[src/rtl/rotate_sequencer.sv]
// Drives a combinational rotator with a held pattern and a stepping distance,
// and captures the rotator's result one cycle after every change it makes.
module rotate_sequencer #(
  parameter int WIDTH    = 8,
  parameter int STEP_DIV = 4
) (
  input  logic             clk,
  input  logic             reset,
  input  logic             load,
  input  logic [WIDTH-1:0] load_data,
  input  logic             start,
  input  logic             stop,
  input  logic             dir_toggle,
  input  logic [WIDTH-1:0] rot_out,
  output logic [WIDTH-1:0] rot_in,
  output logic [7:0]       distance,
  output logic             direction,
  output logic [WIDTH-1:0] pattern,
  output logic             step_done,
  output logic             running
);

  localparam int DIV_W = (STEP_DIV > 1) ? $clog2(STEP_DIV) : 1;
  localparam logic [DIV_W-1:0] DIV_LAST = DIV_W'(STEP_DIV - 1);
  localparam logic [DIV_W-1:0] DIV_ONE  = DIV_W'(1);
  localparam logic [8:0]       WRAP_AT  = 9'(WIDTH);

  typedef enum logic {
    STOPPED = 1'b0,
    RUN     = 1'b1
  } state_t;

  state_t           state_reg, state_next;
  logic [DIV_W-1:0] div_cnt_reg, div_cnt_next;
  logic [WIDTH-1:0] rot_in_reg, rot_in_next;
  logic [7:0]       distance_reg, distance_next;
  logic             direction_reg, direction_next;
  logic             capture_reg, capture_next;
  logic             capture_step_reg, capture_step_next;
  logic [WIDTH-1:0] pattern_reg, pattern_next;
  logic             step_done_reg, step_done_next;

  logic             step_due;
  logic [8:0]       distance_inc;

  // State register
  always_ff @(posedge clk) begin
    if (reset) begin
      state_reg <= STOPPED;
    end else begin
      state_reg <= state_next;
    end
  end

  // stop beats start; load never blocks a state command
  always_comb begin
    state_next = state_reg;
    if (stop) begin
      state_next = STOPPED;
    end else if (start) begin
      state_next = RUN;
    end
  end

  // A due step is dropped whenever load or stop lands on the same edge
  always_comb begin
    step_due     = (state_reg == RUN) && (div_cnt_reg == DIV_LAST) && !load && !stop;
    distance_inc = {1'b0, distance_reg} + 9'd1;
  end

  always_comb begin
    div_cnt_next = div_cnt_reg;
    if (load) begin
      div_cnt_next = '0;
    end else if (state_reg == RUN) begin
      if (stop || step_due) begin
        div_cnt_next = '0;
      end else begin
        div_cnt_next = div_cnt_reg + DIV_ONE;
      end
    end else if (start && !stop) begin
      div_cnt_next = '0;
    end
  end

  always_comb begin
    rot_in_next    = rot_in_reg;
    distance_next  = distance_reg;
    direction_next = direction_reg;
    if (load) begin
      rot_in_next   = load_data;
      distance_next = 8'd0;
    end else if (step_due) begin
      distance_next = (distance_inc == WRAP_AT) ? 8'd0 : distance_inc[7:0];
    end
    if (dir_toggle) begin
      direction_next = ~direction_reg;
    end
  end

  // Capture lags every rotator-input change by one edge so rot_out has settled
  always_comb begin
    capture_next      = load || step_due || dir_toggle;
    capture_step_next = step_due;
    pattern_next      = capture_reg ? rot_out : pattern_reg;
    step_done_next    = capture_step_reg;
  end

  always_ff @(posedge clk) begin
    if (reset) begin
      div_cnt_reg      <= '0;
      rot_in_reg       <= '0;
      distance_reg     <= 8'd0;
      direction_reg    <= 1'b0;
      capture_reg      <= 1'b0;
      capture_step_reg <= 1'b0;
      pattern_reg      <= '0;
      step_done_reg    <= 1'b0;
    end else begin
      div_cnt_reg      <= div_cnt_next;
      rot_in_reg       <= rot_in_next;
      distance_reg     <= distance_next;
      direction_reg    <= direction_next;
      capture_reg      <= capture_next;
      capture_step_reg <= capture_step_next;
      pattern_reg      <= pattern_next;
      step_done_reg    <= step_done_next;
    end
  end

  always_comb begin
    rot_in    = rot_in_reg;
    distance  = distance_reg;
    direction = direction_reg;
    pattern   = pattern_reg;
    step_done = step_done_reg;
    running   = (state_reg == RUN);
  end

endmodule

[config.mk]
export PLATFORM = sky130hd
export DESIGN_NAME = rotate_sequencer
export DESIGN_NICKNAME = d
export VERILOG_FILES = /design/src/rtl/rotate_sequencer.sv
export SDC_FILE = /design/constraint.sdc
export NUM_CORES = 1
export LEC_CHECK = 0
export BUFFER_PORTS_ARGS = -buffer_cell sky130_fd_sc_hd__buf_2
export CAP_MARGIN = 0
export CORE_MARGIN = 3
export CORE_UTILIZATION = 35
export CTS_CLUSTER_SIZE = 25
export DETAILED_ROUTE_END_ITERATION = 12
export GPL_ROUTABILITY_DRIVEN = 0
export GPL_TIMING_DRIVEN = 0
export SETUP_SLACK_MARGIN = 0.3
export SLEW_MARGIN = 5
export SYNTH_ARGS = -nofsm -noshare
export SYNTH_HDL_FRONTEND = slang
export SYNTH_SLANG_ARGS = --single-unit
[constraint.sdc]
create_clock -name clk -period 3.2 [get_ports clk]
set_input_delay 0.16 -clock clk [delete_from_list [all_inputs] [get_ports clk]]
set_output_delay 0.16 -clock clk [all_outputs]
set_load 0.005 [all_outputs]
== Word-level counts from Yosys, hierarchy flattened ==
Index checks and enable logic that the tools add are counted.
Widths: inputs -> output; s select.
Storage, ports and cells
  bits in registers: 31
  bits of input ports: 22
  logic and storage cells: 30
Cells by class
  reduce and logical (&&, ||, !) cells: 12
  eq/ne operators: 2
  muxes and demuxes: 4
  bitwise gates (word level): 1
  add/sub/neg operators: 2
Operators with widths (count)
  $add 8x1->9 const B: 1
  $eq 9x4->1 const B: 1
  $mux 8: 1
  $mux 2: 3
  $logic_and 1x1->1: 4
  $reduce_or 2->1: 2
  $logic_or 1x1->1: 3
  $add 2x1->2 const B: 1
  $eq 2x2->1 const B: 1
  $logic_not 1->1: 2
  $reduce_bool 2->1: 1
  $not 1->1: 1

== Longest topological paths before layout ==
  word-level depth: 7
  mapped depth: 7

== Worst setup path before layout ==
No wires, ideal clock.
  path type: reg2reg
  start: register distance_reg[0], in the netlist distance[0]
  end: register distance_reg[3], in the netlist distance[3]
  data required time: 3.068 ns
  setup time: 0.132 ns
  slack: 1.558 ns
  path buffers: 0
  stages on the path, launching flop included: 7
  data arrival time: 1.511 ns
  clock period less this slack: 1.642 ns
  cells stage by stage: dfxtp_1 > ha_1 > and4_1 > nor4_1 > o21ai_1 > o311ai_1 > nand3_1
Between the ends
  cells in the longest elaborated chain, start to end: 3
RTL lines
  from (decl): line 36  | logic [7:0] distance_reg, distance_next;
  from (signal assigned): line 122  | distance_reg <= distance_next;
  $add 8x1->9 (*): line 68  | distance_inc = {1'b0, distance_reg} + 9'd1;
  $eq 9x4->1: line 94  | distance_next = (distance_inc == WRAP_AT) ? 8'd0 : distance_inc[7:0];
  $mux 8 (*): line 94
Every way passes the cells marked *; elsewhere a longest branch is shown, timed or not.
A chain may end at the register's enable or synchronous reset.

== Final worst setup path ==
Ends and elaborated chain as after synthesis.

==> qor.csv <==
metric,value,unit
status,"finished, final reports clean",
Max Cap Viol,0,
Worst-Margin Slew,0.626,ns
Setup CP Type,reg2reg,
CP Launch Type,flip-flop,
Final period util,55.6,%
Synth Area in Compound Gates,5.92,%
fin crit period,1.78,ns
PortBufs,48,
Via density,4.74,
largest net degree at the start of global routing,11,
worst setup path start,distance[0]$_SDFFE_PP0P_,
Post-synth EDFFs,0,
Nets,218,
CP max FO,7,
XOR/XNOR Fraction of Synth Area,5.26,%
post-cts resize count,0,
FF-to-FF path depth,6,
total die area,0.00458,sq mm
mux share of post-synthesis cell area,13.5,%
Die Wd,67.7,microns
Clock Root Buffer,clkbuf_8,
Fin Setup TNS,0,ns
cts hold-fix bufs,0,
"Net Count, Synth",163,
crit path cell chain,ha_1 -> and4_1 -> nor4_1 -> o21ai_1 -> o311ai_1 -> nand3_1,
TritonCTS clock tree,yes,
relative slew slack,58.3,%
initial antenna violation count,0,
Die Ht,67.7,microns
Crit path required time,3.35,ns
drc violations,0,
H-tree levels,2,
sequential power share,52.4,%
post-synthesis adder-cell area fraction,2.82,%
number of synthesized register bits,31,
largest family of logic cells by synthesized area,simple AND/OR/NAND/NOR gates,
power share of the combinational group,8.9,%
via count,1133,
Max Freq,562,MHz
total global routing overflow,0,
largest area contributor in the netlist,dfxtp_1,
sw frac,22.4,%
CTS Buffer Depth,2,
Worst setup EP type,flip-flop,
number of synthesis warnings,0,
Hold Path Stages,2,
"Slowest-stage cell, CP",dfxtp_1,
Netlist Area Pre-Place,0.00133,sq mm
RR Startpoint,distance[0]$_SDFFE_PP0P_,
drt pass-1 iters,4,
initial DRC count,28,
CTS Buf Count,5,
layout cells sized above 1,33.2,%
Hold Fails Final Rpt,0,
reg-to-reg critical path endpoint,distance[3]$_SDFFE_PP0P_,
Total GRT Usage,13.5,%
Post-synth ARST share,0,%
Synth-to-Final Area Change,28.9,%
Worst-Skew Late Latency,0.27,ns
"Largest stage delay, worst path",0.38,ns
internal power,0.605,mW
global-route wire length before repair,4690,microns
Post-synth top cells,"dfxtp_1 (31), nor2_1 (30), mux2i_1 (18)",
DP HPWL,2180,microns
CORE AREA,0.00349,sq mm
vias in the first global route,1099,
clock power share,38.8,%
row count,21,
synthesized area per cell,9.66,sq um
Pwr Density,454,mW/mm^2
CTS sink count,31,
Cells after Synth,138,
Antenna Nets Post-Route,0,
register area share after synthesis,46.6,%
total wire length,2870,microns
Synth top area share,46.6,%
Psw,0.174,mW
ranking of synthesized cells by area,"dfxtp_1 (47%), mux2i_1 (14%), nor2_1 (8.5%), xnor2_1 (3.3%), ha_1 (2.8%)",
antenna cell count,0,
r2r setup slk,1.42,ns
DR WL/cell,12.0,microns
initial core utilization,38.1,%
Peak VDD IR,0.207,mV
leakage power,0.813,nW
Synth Area in Simple Gates,22.7,%
most common cell in the netlist,dfxtp_1,
unrepaired setup endpoints after global routing,no,
I/O Pins,49,
Critical Path Sink,distance[3]$_SDFFE_PP0P_,
crit path DAT,1.93,ns
"Slew Viols, Final",0,
"Distinct cells, synth",34,
total power,0.780,mW
clk_skew,0.00338,ns
"Reg clk slew, reported paths",0.06,ns
final setup fails,0,
most common flop cell mapped by yosys,dfxtp_1,
HP Class,in2reg,
Post-CTS Repair Setup Buffers,0,
[layer usage]
metal / part of all wire [%] / global-route usage [%] / up-vias / wire (microns)
met2: 52 / 23.2 / 23 / 1500
met5: 0 / 0 / - / 0
met1: 41 / 15.4 / 530 / 1190
met4: 1.0 / 5.57 / 0 / 30
li1: - / - / 578 / -
met3: 5.3 / 4.33 / 2 / 151
[worst min path at each step]
stage	from	to	slack, ns
after floorplan	stop	running$_SDFFE_PP0P_	0.24
after global placement	stop	running$_SDFFE_PP0P_	0.38
after detailed placement	stop	running$_SDFFE_PP0P_	0.39
after CTS	stop	running$_SDFFE_PP0P_	0.1
after global routing	stop	running$_SDFFE_PP0P_	0.09
final	stop	running$_SDFFE_PP0P_	0.09
[worst max-delay path: cells and delay by family, from the launching register on]
kind,cells,cell delay [ns]
AOI/OAI and AO/OA,2,0.42
adders and majority gates,1,0.28
DFF,1,0.38
and+or+nand+nor,3,0.58
[area by class of cell]
cell class | count | area (sq um)
fill | 330 | 1780
inverter | 3 | 11.3
sequential | 31 | 621
multi-input combinational | 98 | 669
tap | 46 | 57.6
clock inverter | 1 | 5.00
clock buffer | 6 | 82.6
timing repair buffer | 48 | 240
buffer | 6 | 31.3
[layout by cell type (no fill, tap or decap), drive strengths merged, types with 3 or more instances in the layout]
master  netlist  routed
a21oi         4       4
xnor2         5       5
nand3         3       3
inv           3       3
nand2         7       7
clkbuf        4      10
xor2          3       3
mux2i        18      18
nor4          4       4
nor2         31      31
nor3          3       3
ha            3       3
dfxtp        31      31
buf           2      50
[power groups by stage]
stage                     clock, mW  sequential, mW  combinational [mW]
after floorplan                   0           0.418              0.0339
after global placement            0           0.416              0.0681
after detailed placement          0           0.417              0.0700
after CTS                     0.310           0.408              0.0704
after global routing          0.328           0.410              0.0781
final                         0.302           0.408              0.0690
[per-stage QoR]
step	utilization [%]	hold WS, ns	area [sq um]	instances	setup WS (ns)
4_1_cts	49.2	0.0950	1720	239	1.41
3_3_place_gp	46.7	0.382	1630	232	1.43
2_1_floorplan	-	0.239	1330	138	1.56
5_1_grt	49.2	0.0936	1720	239	1.26
6_report	49.2	0.0948	1720	239	1.42
3_5_place_dp	46.7	0.385	1630	232	1.42
[logic make-up after synthesis]
kind of cell    after synthesis
compound gates               12
fa+ha+maj                     3
xor+xnor                      8
flops                        31
mux                          18
buf+inv                       9
simple gates                 57
No activity file was read; power rests on OpenSTA's default activity.
